[src/rtl/ahb_lite_sram_slave.sv]
// AHB-Lite single-slave SRAM: byte/halfword/word access, programmable wait
// states and a two-cycle ERROR response for out-of-range or misaligned transfers.
module ahb_lite_sram_slave #(
  parameter int DEPTH_WORDS = 64,
  parameter int WAIT_STATES = 0
) (
  input  logic        H_clk,
  input  logic        H_rstN,
  input  logic        H_sel,
  input  logic [31:0] H_add,
  input  logic        H_WR,
  input  logic [2:0]  H_size,
  input  logic [3:0]  H_burst,
  input  logic [1:0]  H_trans,
  input  logic [31:0] W_data,
  output logic [31:0] R_data,
  output logic        H_readyN,
  output logic        H_rsp
);
  localparam int          NUM_LANES = 4;
  localparam int          AW        = (DEPTH_WORDS > 1) ? $clog2(DEPTH_WORDS) : 1;
  localparam logic [32:0] LIMIT     = 33'(DEPTH_WORDS) * 33'd4;

  typedef enum logic [2:0] {IDLE_S, WAIT_S, DATA_S, ERR1_S, ERR2_S} state_e;

  state_e               state_q, state_d;
  logic [3:0]           cnt_q, cnt_d;
  logic [AW-1:0]        idx_q, idx_d;
  logic [1:0]           off_q, off_d;
  logic [1:0]           size_q, size_d;
  logic                 wr_q, wr_d;
  logic [31:0]          mem_q [DEPTH_WORDS];
  logic                 sample, valid, err;
  logic [NUM_LANES-1:0] be;

  // Burst type carries no addressing meaning for a single SRAM slave.
  logic unused_burst;
  assign unused_burst = ^H_burst;

  always_comb begin
    sample  = H_sel && (state_q == IDLE_S || state_q == DATA_S || state_q == ERR2_S);
    valid   = H_trans[1];
    err     = valid && (({1'b0, H_add} >= LIMIT) || (H_size > 3'd2) ||
                        (H_size == 3'd1 && H_add[0]) ||
                        (H_size == 3'd2 && H_add[1:0] != 2'd0));
    state_d = state_q;
    cnt_d   = cnt_q;
    idx_d   = idx_q;
    off_d   = off_q;
    size_d  = size_q;
    wr_d    = wr_q;
    unique case (state_q)
      WAIT_S: begin
        if (cnt_q <= 4'd1) state_d = DATA_S;
        else               cnt_d   = cnt_q - 4'd1;
      end
      ERR1_S: state_d = ERR2_S;
      default: begin
        // IDLE_S, DATA_S, ERR2_S all accept the next address phase.
        state_d = IDLE_S;
        if (sample && err) begin
          state_d = ERR1_S;
        end else if (sample && valid) begin
          state_d = (WAIT_STATES > 0) ? WAIT_S : DATA_S;
          cnt_d   = 4'(WAIT_STATES);
          idx_d   = H_add[AW+1:2];
          off_d   = H_add[1:0];
          size_d  = H_size[1:0];
          wr_d    = H_WR;
        end
      end
    endcase
  end

  always_ff @(posedge H_clk or negedge H_rstN) begin
    if (!H_rstN) begin
      state_q <= IDLE_S;
      cnt_q   <= '0;
      idx_q   <= '0;
      off_q   <= '0;
      size_q  <= '0;
      wr_q    <= 1'b0;
    end else begin
      state_q <= state_d;
      cnt_q   <= cnt_d;
      idx_q   <= idx_d;
      off_q   <= off_d;
      size_q  <= size_d;
      wr_q    <= wr_d;
    end
  end

  always_comb begin
    unique case (size_q)
      2'd0:    be = 4'b0001 << off_q;
      2'd1:    be = 4'b0011 << off_q;
      default: be = 4'b1111;
    endcase
  end

  // Storage is deliberately not reset; reset only returns the FSM to IDLE_S,
  // which also cancels any write still waiting for its data phase.
  always_ff @(posedge H_clk) begin
    if (state_q == DATA_S && wr_q) begin
      for (int b = 0; b < NUM_LANES; b++)
        if (be[b]) mem_q[idx_q][8*b +: 8] <= W_data[8*b +: 8];
    end
  end

  assign H_readyN = (state_q != WAIT_S) && (state_q != ERR1_S);
  assign H_rsp    = (state_q == ERR1_S) || (state_q == ERR2_S);
  assign R_data   = (state_q == DATA_S && !wr_q) ? mem_q[idx_q] : '0;

endmodule
[config.mk]
export PLATFORM = sky130hd
export DESIGN_NAME = ahb_lite_sram_slave
export DESIGN_NICKNAME = d
export VERILOG_FILES = /design/src/rtl/ahb_lite_sram_slave.sv
export SDC_FILE = /design/constraint.sdc
export NUM_CORES = 2
export LEC_CHECK = 0
export ABC_AREA = 1
export BUFFER_PORTS_ARGS = -buffer_cell sky130_fd_sc_hd__buf_2
export CAP_MARGIN = 20
export CORE_MARGIN = 3
export CORE_UTILIZATION = 45
export CTS_CLUSTER_DIAMETER = 60
export DETAILED_ROUTE_END_ITERATION = 6
export GPL_TIMING_DRIVEN = 0
export PLACE_DENSITY = 0.59
export SYNTH_ARGS = -nofsm -noshare
export SYNTH_HDL_FRONTEND = slang
export SYNTH_SLANG_ARGS = --single-unit
[constraint.sdc]
create_clock -name H_clk -period 2.73 [get_ports H_clk]
set_clock_uncertainty 0.05 [all_clocks]
set_input_delay 0.273 -clock H_clk [delete_from_list [all_inputs] [get_ports H_clk]]
set_output_delay 0.273 -clock H_clk [all_outputs]
set_load 0.1 [all_outputs]
==> results.md <==
- Site Rows: 161
- Drt total wl: 363,200 um
- Yosys Warn Count: 0
- Share of cells above drive strength 1: 13.65%
- Detailed Routing Iterations Pass 1: 7
- Pin count of the biggest net entering global routing: 65
- Via/cell ratio: 5.501
- Status: complete, but fails checks
- Layout filler cell count: 16,810
- HPWL after DPL: 253,600 um
- Root buf cell: clkbuf_16
- Int Power: 51.45 mW
- Cell taking the most area after synthesis: edfxtp_1
- Synth unique cells: 29
- GRT Util Overall: 35.55%
- Worst slew pin tran: 1275 ps
- Max-Cap Viols: 0
- Synthesized instance count: 8,834
- Total power: 65.54 mW
- Area contributors post-synth: edfxtp_1 (70%), nand2_1 (25%), nor2_1 (1.4%)
- Avg Cell Area, Syn: 9.966 um^2
- First-pass GRT wire length: 484,300 um
- Async set-or-reset flop fraction in the synthesized netlist: 0.8712%
- Top-count cell post-synth: nand2_1
- Proportion of netlist area held by the largest area contributor: 69.86%
- Register area share after synthesis: 70.37%
- Critical Path Fanout Max: 11
- # DRC: 3
- Clk pwr share: 44.9%
- Final hold violation count: 0
- GRT busiest layer: met2
- Leading cell types by count after synthesis: nand2_1 (5,865), edfxtp_1 (2,048), nor2_1 (332)
- Hold Slack: 32.59 ps
- Number of global-route vias before repair: 60,970
- Sw power: 14.10 mW
- Cell Count, Final, Fillers Out: 12,170
- Initial antenna violation count: 20
- Die Width: 448.3 um
- Antenna-violating nets left: 0
- 1st-iter DRT viols: 10,350
- Cell Area, Synth: 88,040 um^2
- Final setup viols: 2,041
- Maximum clock insertion buffer count: 3
- Chip height: 448.3 um
- Period utilization: 142.8%
- Slack of the critical path: -1169 ps
- Tmin final: 3899 ps
- Combinational share of power: 2.0%
- Placed cells: 11,640
- PortBufs: 105
- Relative slew slack: 15.01%
- Post-synth EDFFs: 2,048
- Synth Register Bits: 2,066
- Initial core utilization: 45.48%
- Core area: 193,600 um^2
- Crit path launch type: flop
- Pins Over Slew Limit: 0
- Clock sink count: 2,066
- PD cells: 616.8 nW/um^2
- Met2 Usage GRT: 53.34%
- Routed vias: 66,940
- Syn_nets: 8,913
- Setup TNS Final: -1,498,540 ps
- GR Util met1: 46.74%
- Wire length per cell: 29.85 um
- Min-Delay Path Class: in2reg
- Skew-Pair Late Insertion Delay: 890 ps
- Critical path endpoint category: flop
- Main synth FF type: edfxtp_1
- CTS tree: built
- Static leakage: 43.47 nW
- Clock-pin slew on the worst setup and hold paths: 70 ps
- Final net count: 9,444
- Register share of total power: 53.2%
- Die area: 201,000 um^2
- Num CTS Buffers: 216
- GR Layer Usage met3: 9.102%
- Failing checks: design-rule violations, negative setup slack
- Switching Fraction: 21.51%
- Critical path class: reg2reg
- RSZ-0062 raised after global routing: yes
- H-tree Lvls: 4
- I/O Pins: 111
- Maximum vdd drop: 0.6337 mV
- Area Growth Syn to Fin: 20.70%
- GRT overflow: 0
- Final core utilization: 54.89%
- WP data required: 3170 ps
- FMAX: 256.5 MHz
- GP Congestion: 1.003
- CP arrival: 4340 ps
## layout make-up
type | instances | area (um^2) | share of cell area, %
Antenna cell | 12 | 30.03 | 0.02826
Buffer | 458 | 4678 | 4.403
Clock buffer | 265 | 5610 | 5.280
Clock inverter | 136 | 1348 | 1.268
Inverter | 25 | 120.1 | 0.1130
Multi-Input combinational cell | 6282 | 25120 | 23.64
Sequential cell | 2066 | 61950 | 58.30
Tap cell | 2608 | 3263 | 3.071
Timing Repair Buffer | 316 | 4135 | 3.892
## registers in the layout, indices dropped and copies added, names as in the netlist
name and cells:
mem_q 2048, idx_q 6, cnt_q 4, state_q 3, off_q 2, size_q 2, wr_q 1
## kinds of logic after synthesis
logic type / after synthesis / share of synthesized area [%]
buf+inv: 486 / 2.560
compound gates: 44 / 0.2516
xor+xnor: 2 / 0.01990
simple gates: 6234 / 26.77
fa+ha+maj: 2 / 0.02842
flops: 2066 / 70.37
## per-stage QoR
| step | worst slack, ps | instance area [um^2] |
|---|---|---|
| global route | -1069 | 106200 |
| global placement | -2432 | 91940 |
| floorplan | 91.58 | 88160 |
| CTS | -1131 | 104100 |
| detailed placement | -1689 | 93500 |
| finish | -1169 | 106300 |
## cells in the final DEF, fill, tap and decap left out, types with 15 or more instances in the layout
master         count
a21oi_2           27
buf_12           109
buf_16            32
buf_2             78
buf_4            115
buf_6            105
buf_8             75
bufinv_16         17
clkbuf_1          83
clkbuf_16        235
clkbuf_2          66
clkbuf_4          66
clkinv_1          51
clkinv_2          37
dlygate4sd3_1     54
edfxtp_1        2048
inv_1             20
nand2_1         5664
nand2_2          150
nand2_4           51
nor2_1           275
nor2_2            29
nor2_4            28
nor3_4            15
## path summary, 6_finish.rpt
check | start | to | slack, ps | cells after the start
max in group asynchronous | H_rstN | idx_q[0] | 1830 | 4
hold reg to reg | wr_q | wr_q | 440 | 2
hold / removal | W_data[23] | mem_q[45][23] | 30 | 1
min in group asynchronous | H_rstN | size_q[0] | 350 | 3
setup reg to reg | idx_q[1] | mem_q[1][6] | -1170 | 6
setup / recovery | idx_q[1] | mem_q[1][6] | -1170 | 6
## layer usage
layer / vias to the layer above / routed length (um)
li1: 29620 / -
met1: 32350 / 135300
met2: 4161 / 159700
met3: 800 / 43290
met4: 4 / 24850
met5: - / 27
## critical path, cell delays in order, from the launching register on
cell      delay [ps]
dfrtp_1          400
buf_6            160
clkbuf_8         270
buf_4            300
nor3_4           710
nand2_1          520
nor2_1          1060
## power groups by stage
stage	logic, mW	clock network (mW)	registers, mW
4_1_cts	1.24	29.4	34.9
3_3_place_gp	0.979	0	35.6
5_1_grt	1.32	30.7	34.8
3_5_place_dp	1.11	0	35.5
2_1_floorplan	0.244	0	35.5
6_report	1.29	29.4	34.9
## repair_timing
action                                   CTS  global route
gates cloned                               8            14
setup buffers                             13            18
hold buffers                              52             2
endpoints found under the hold margin    881            95
endpoints found under the setup margin  2080          2082
resized for setup                        928           436
pin swaps                                 46            81
Power figures use the tool's default switching activity.
